===== src/rtl/multi_corr_pktizer.sv =====
// multi_corr_pktizer
//   For each of N_PAIRS (x,y) bit pairs, counts X, Y, X&Y and X^Y over
//   rectangular windows of 2^wle samples. Each count is normalised to the
//   window length and snapshotted when the window ends. The snapshot is then
//   sent as a byte packet: one header byte, then 4 report bytes per pair.
//   A window that ends while the previous packet is still being sent is
//   dropped. The drop is counted and flagged in the next header.
//
// Ports
//   i_clk, i_rst_n       clock, asynchronous active-low reset
//   i_cg                 clock gate: low freezes the window and count logic
//   i_sampleStrobe       take one sample this cycle (qualified by i_cg)
//   i_windowLengthExp    window length exponent, clamped to TIME_W
//   i_x, i_y             one bit per pair
//   o_data/o_valid       packet byte stream to the sink
//   i_ready              sink accepts the byte
//   o_busy               serializer not idle
//   o_nDropped           saturating count of dropped windows

// Per-pair counters and normalisation.
// o_report is combinational. It includes the sample being taken this cycle,
// so the top level can capture it on the wrap cycle.
module multi_corr_pktizer_lane #(
    parameter int TIME_W = 16,
    parameter int WLE_W  = 5
) (
    input  logic              i_clk,
    input  logic              i_rst_n,
    input  logic              i_samp,
    input  logic              i_wrap,
    input  logic              i_x,
    input  logic              i_y,
    input  logic [WLE_W-1:0]  i_wle,
    output logic [3:0][7:0]   o_report
);
    localparam int CW = TIME_W + 1;
    localparam logic [WLE_W-1:0] TW_L = WLE_W'(TIME_W);

    logic [3:0]          w_hit;
    logic [3:0][CW-1:0]  r_cnt;
    logic [3:0][CW-1:0]  w_next;
    logic [WLE_W-1:0]    w_sh;

    // Report order: X, Y, intersection, symmetric difference.
    assign w_hit = {i_x ^ i_y, i_x & i_y, i_y, i_x};
    assign w_sh  = TW_L - i_wle;

    for (genvar k = 0; k < 4; k++) begin : g_cnt
        logic [CW-1:0] w_s;
        logic          w_sat;

        assign w_next[k] = r_cnt[k] + CW'(w_hit[k]);

        // A count of 2^wle or more is a full window.
        // This also covers a window shortened by a wle change, where the
        // count can exceed the length of the new window.
        assign w_sat = (w_next[k] >> i_wle) != '0;
        assign w_s   = w_next[k] << w_sh;
        assign o_report[k] = w_sat ? 8'hFF : 8'(w_s >> (TIME_W - 8));
    end

    always_ff @(posedge i_clk or negedge i_rst_n) begin
        if (!i_rst_n)
            r_cnt <= '0;
        else if (i_samp)
            r_cnt <= i_wrap ? '0 : w_next;
    end
endmodule

module multi_corr_pktizer #(
    parameter int N_PAIRS = 4,
    parameter int TIME_W  = 16,
    parameter int WLE_W   = $clog2(TIME_W + 1)
) (
    input  logic               i_clk,
    input  logic               i_rst_n,
    input  logic               i_cg,
    input  logic               i_sampleStrobe,
    input  logic [WLE_W-1:0]   i_windowLengthExp,
    input  logic [N_PAIRS-1:0] i_x,
    input  logic [N_PAIRS-1:0] i_y,
    output logic [7:0]         o_data,
    output logic               o_valid,
    input  logic               i_ready,
    output logic               o_busy,
    output logic [7:0]         o_nDropped
);
    localparam int NB    = 4 * N_PAIRS;
    localparam int IDX_W = $clog2(NB);
    localparam logic [WLE_W-1:0] TW_L     = WLE_W'(TIME_W);
    localparam logic [IDX_W-1:0] IDX_LAST = IDX_W'(NB - 1);

    localparam logic [1:0] S_IDLE = 2'd0;
    localparam logic [1:0] S_HDR  = 2'd1;
    localparam logic [1:0] S_DATA = 2'd2;

    logic [1:0]                r_state;
    logic [IDX_W-1:0]          r_idx;
    logic [TIME_W-1:0]         r_t;
    logic [6:0]                r_winNum;
    logic [7:0]                r_nDropped;
    logic                      r_dropPending;
    logic [7:0]                r_hdr;
    logic [NB-1:0][7:0]        r_snap;

    logic [WLE_W-1:0]          w_wle;
    logic [TIME_W-1:0]         w_mask;
    logic                      w_samp;
    logic                      w_wrap;
    logic                      w_hs;
    logic                      w_last;
    logic                      w_free;
    logic [N_PAIRS-1:0][3:0][7:0] w_rep;

    assign w_wle  = (i_windowLengthExp > TW_L) ? TW_L : i_windowLengthExp;
    // Low wle bits set. wle==0 gives an empty mask, so every sample wraps.
    assign w_mask = ~({TIME_W{1'b1}} << w_wle);
    assign w_samp = i_sampleStrobe & i_cg;
    // The wle in force right now is used, so a change lands on the next
    // boundary that is aligned for the new length.
    assign w_wrap = w_samp & ((r_t & w_mask) == w_mask);

    assign w_hs   = o_valid & i_ready;
    assign w_last = (r_idx == IDX_LAST);
    assign w_free = (r_state == S_IDLE) | ((r_state == S_DATA) & w_hs & w_last);

    for (genvar p = 0; p < N_PAIRS; p++) begin : g_lane
        multi_corr_pktizer_lane #(
            .TIME_W (TIME_W),
            .WLE_W  (WLE_W)
        ) u_lane (
            .i_clk    (i_clk),
            .i_rst_n  (i_rst_n),
            .i_samp   (w_samp),
            .i_wrap   (w_wrap),
            .i_x      (i_x[p]),
            .i_y      (i_y[p]),
            .i_wle    (w_wle),
            .o_report (w_rep[p])
        );
    end

    // Window timing, snapshot capture and drop accounting.
    always_ff @(posedge i_clk or negedge i_rst_n) begin
        if (!i_rst_n) begin
            r_t           <= '0;
            r_winNum      <= '0;
            r_nDropped    <= '0;
            r_dropPending <= 1'b0;
            r_hdr         <= '0;
            r_snap        <= '0;
        end else if (w_samp) begin
            r_t <= w_wrap ? '0 : r_t + TIME_W'(1);
            if (w_wrap) begin
                // The window number advances on dropped windows too,
                // so the sink can see the gaps.
                r_winNum <= r_winNum + 7'd1;
                if (w_free) begin
                    r_snap        <= w_rep;
                    r_hdr         <= {r_dropPending, r_winNum};
                    r_dropPending <= 1'b0;
                end else begin
                    if (r_nDropped != 8'hFF)
                        r_nDropped <= r_nDropped + 8'd1;
                    r_dropPending <= 1'b1;
                end
            end
        end
    end

    // Serializer. A wrap together with the last-byte handshake goes straight
    // to HDR, so o_valid stays high across back-to-back packets.
    always_ff @(posedge i_clk or negedge i_rst_n) begin
        if (!i_rst_n) begin
            r_state <= S_IDLE;
            r_idx   <= '0;
        end else begin
            case (r_state)
                S_IDLE: if (w_wrap) r_state <= S_HDR;
                S_HDR: if (w_hs) begin
                    r_state <= S_DATA;
                    r_idx   <= '0;
                end
                S_DATA: if (w_hs) begin
                    if (w_last)
                        r_state <= w_wrap ? S_HDR : S_IDLE;
                    else
                        r_idx <= r_idx + IDX_W'(1);
                end
                default: r_state <= S_IDLE;
            endcase
        end
    end

    always_comb begin
        o_data = 8'h00;
        case (r_state)
            S_HDR:   o_data = r_hdr;
            S_DATA:  o_data = r_snap[r_idx];
            default: o_data = 8'h00;
        endcase
    end

    assign o_valid    = (r_state != S_IDLE);
    assign o_busy     = (r_state != S_IDLE);
    assign o_nDropped = r_nDropped;
endmodule


===== config.mk =====
export PLATFORM = sky130hd
export DESIGN_NAME = multi_corr_pktizer
export DESIGN_NICKNAME = d
export VERILOG_FILES = /design/src/rtl/multi_corr_pktizer.sv
export SDC_FILE = /design/constraint.sdc
export NUM_CORES = 2
export LEC_CHECK = 0
export CAP_MARGIN = 20
export CORE_ASPECT_RATIO = 1.2
export CORE_MARGIN = 5
export CORE_UTILIZATION = 40
export CTS_CLUSTER_SIZE = 16
export DETAILED_ROUTE_END_ITERATION = 10
export SLEW_MARGIN = 10
export SYNTH_ARGS = -nofsm -noshare
export SYNTH_HDL_FRONTEND = slang
export SYNTH_HIERARCHICAL = 1
export SYNTH_SLANG_ARGS = --single-unit

===== constraint.sdc =====
create_clock -name i_clk -period 7.55 [get_ports i_clk]
set_input_delay 1.1325 -clock i_clk [delete_from_list [all_inputs] [get_ports i_clk]]
set_output_delay 1.1325 -clock i_clk [all_outputs]
set_load 0.02 [all_outputs]

==> metrics.md <==
| Metric | Value |
|---|---|
| Fill cell count | `about 12k` |
| CTS tree | `done` |
| Count of state elements after synthesis | `about 450` |
| CTS max path bufs | `3` |
| Commonest non-fill, non-tap cell in the layout | `nand2_1` |
| Post-route setup TNS | `0 ns` |
| P_leak | `between 15 and 20 nW` |
| Die Span Y | `381.1 um` |
| RSZ-0062 raised after global routing | `no` |
| Crit Path Class | `in -> reg` |
| Ranking of synthesized cells by area | `dfrtp_1 (24%), mux4_2 (4.1%), mux2_2 (3.8%)` |
| Post CTS Setup Buffer Count | `0` |
| Hold Path Class | `reg -> reg` |
| Warnings from Yosys | `6` |
| Logic gate share of total power | `0.338` |
| Sequential Power Share | `0.334` |
| Crit. End Element | `register` |
| Global Route Usage Sum | `0.2383` |
| Final Max Tran Viols | `0` |
| First-pass GRT wire length | `between 200,000 and 250,000 um` |
| Setup Skew | `0.03166 ns` |
| Worst slew margin | `0.2223` |
| Place WS | `1.842 ns` |
| # rows | `around 140` |
| Hpwl dp | `around 110,000 um` |
| Pin count of the biggest net entering global routing | `approximately 170` |
| Maxcap violations | `0` |
| Total CTS buffers | `between 50 and 60` |
| Clk sinks | `446` |
| Max VDD drop | `a little over 0.2 mV` |
| Clock power share | `0.328` |
| Grt total ovfl | `0` |
| Post-layout min period | `~5.2 ns` |
| PD cells | `~180 nW/um2` |
| Seq/Total Area, Yosys | `0.2431` |
| Final net count | `approximately 5.3k` |
| FFs w/ async S/R, synth | `1.000` |
| Outcome | `completed` |
| Vias in the first global route | `42.10k` |
| Root buffer cell | `clkbuf_16` |
| Layout area overhead | `4.617%` |
| Crit path DAT | `about 5.7 ns` |
| Internal power component | `between 5 and 6 mW` |
| Average cell area after synthesis | `about 8 um2` |
| DIE WIDTH | `around 320 um` |
| PortBufs | `35` |
| Clock Latency Late Sink | `approximately 0.67 ns` |
| Syn nets | `approximately 5.8k` |
| CTS Hold Buffers Added | `0` |
| F_max | `a little under 0.2 GHz` |
| Cells resized by post-CTS repair | `0` |
| Final Wtd Congestion | `0.9177` |
| Cell count after synthesis | `around 5.7k` |
| TritonRoute pass-1 iters | `8` |
| Final setup vio count | `0` |
| Setup slack after layout | `~2.4 ns` |
| Routed Antenna Nets | `0` |
| Final Hold Vio Count | `0` |
| Core area | `roughly 110,000 um2` |
| Top_reg_cell synth | `dfrtp_1` |
| Initial Utilization | `0.4014` |
| DR iter-0 viols | `around 4.4k` |
| Detailed Route WL | `between 150,000 and 200,000 um` |
| Total Die Area | `roughly 120,000 um2` |
| Worst path required time | `about 8.1 ns` |
| Max H-tree Level | `2` |
| Final core occ | `0.4200` |
| CTS clk-pin slew, worst paths | `around 0.06 ns` |
| Synth cell types | `between 100 and 150` |
| Commonest non-fill, non-tap cells in the layout | `nand2_1 (449), dfrtp_1 (445), nor2_1 (365)` |
| Initial antenna violation count | `5` |
| Fin crit share | `0.6841` |
| Total power | `slightly below 9 mW` |
| Vias | `~45k` |
| Synth top area share | `0.2431` |
| Worst-Margin Slew | `1.167 ns` |
| Critical path launch point type | `primary input` |
| Post-Synthesis Cell Area | `roughly 46,000 um2` |
| NetSw | `3.433 mW` |
| Routed length per instance | `around 23 um` |
| Yosys top cell by area | `dfrtp_1` |
| Share of post-route cells with drive strength above 1 | `0.1072` |
| Number of remaining DRC errors | `0` |
| Vias per inst | `6.615` |
| Critical path peak fanout | `18` |
| I/O pin cnt | `36` |
| Post-synth EDFFs | `0` |
| Switching fraction of total power | `0.3903` |
metal layers:
metal	GRT usage	share of wire	wire, um	vias to the layer above
met5	0	0.000085	13	-
li1	-	-	-	20948
met3	0.02996	0.061	9422	322
met1	0.3164	0.43	65710	22171
met4	0.07416	0.034	5190	2
met2	0.4059	0.48	73480	1660
power groups by stage:
stage / sequential (mW) / combinational [mW] / clock, mW
final: 2.94 / 2.97 / 2.88
after global placement: 2.97 / 2.90 / 0
after floorplan: 2.70 / 2.43 / 0
after global routing: 2.99 / 3.25 / 3.03
after detailed placement: 2.97 / 2.92 / 0
after CTS: 2.93 / 2.93 / 2.96
stage by stage:
stage	cell area, um2	instances	hold WS (ns)
after floorplan	45900	5702	0.4362
after global placement	46060	6713	0.4522
after detailed placement	46070	6714	0.4516
after CTS	48010	6816	0.4642
after global routing	48020	6817	0.4692
final	48020	6818	0.4638
state kept, by name, indices dropped and copies added, names as in the netlist:
signal	count
o_nDropped	8
r_idx	4
r_hdr	8
r_dropPending	1
r_state	2
r_winNum	7
r_snap	128
g_lane.u_lane/r_cnt	272
r_t	16
synthesized netlist by cell type, types with 40 or more instances:
library cell	n
nand2_1	449
a21oi_1	336
nand3_1	233
o31ai_1	75
o211ai_1	83
ha_1	60
dfrtp_1	446
nor2b_1	71
mux2_1	40
xor2_1	78
nand4_1	128
and3_1	54
inv_1	144
xnor2_1	153
buf_1	51
nand2b_1	40
a31oi_1	104
a22o_1	45
a211oi_1	85
nor2_1	372
o22ai_1	82
a211o_1	40
buf_2	154
nor3_1	223
nor4_1	87
mux2_2	153
mux4_2	84
o2bb2ai_1	116
o21ai_0	330
mux2i_1	124
clkbuf_1	353
cell type report:
type | instances | area, um2 | area share
Multi-Input combinational cell | 4490 | 31450 | 0.6548
Sequential cell | 446 | 11160 | 0.2324
Tap cell | 1518 | 1899 | 0.03955
Clock buffer | 82 | 1710 | 0.03562
Timing Repair Buffer | 108 | 993.5 | 0.02069
Inverter | 153 | 579.3 | 0.01206
Clock inverter | 20 | 231.5 | 0.004820
Antenna cell | 1 | 2.502 | 0.00005211
critical path: stages:
cell and delay [ns]:
clkdlybuf4s50_1 0.59, inv_1 0.16, nor2_4 0.58, inv_1 0.48
ha_2 0.36, xor2_2 0.80, nand2_2 0.41, nor2_1 0.44
a221oi_1 0.13, o21ai_0 0.12, nand4_1 0.13, mux2_1 0.34
cells by family after synthesis:
kind of cell | after synthesis | share of synthesized area
AOI/OAI and AO/OA | 1859 | 0.2873
xor gates and xnor gates | 231 | 0.04407
adders and majority gates | 61 | 0.01657
buffers and inverters | 766 | 0.07479
DFF | 446 | 0.2431
muxes | 401 | 0.1156
and+or+nand+nor | 1938 | 0.2185
path summary, 6_finish.rpt:
kind                       cells past startpoint                  startpoint  slack, ns                    endpoint
max reg2reg                                   10  g_lane[2].u_lane/r_cnt[17]       3.35                  r_snap[73]
min                                            1                 r_winNum[6]       0.46                 r_winNum[6]
min reg2reg                                    1                 r_winNum[6]       0.46                 r_winNum[6]
max                                           12        i_windowLengthExp[1]       2.39                  r_snap[85]
min in group asynchronous                      1                     i_rst_n       0.48  g_lane[3].u_lane/r_cnt[22]
max in group asynchronous                      2                     i_rst_n       5.69  g_lane[2].u_lane/r_cnt[22]
(Power assumes the default switching activity.)
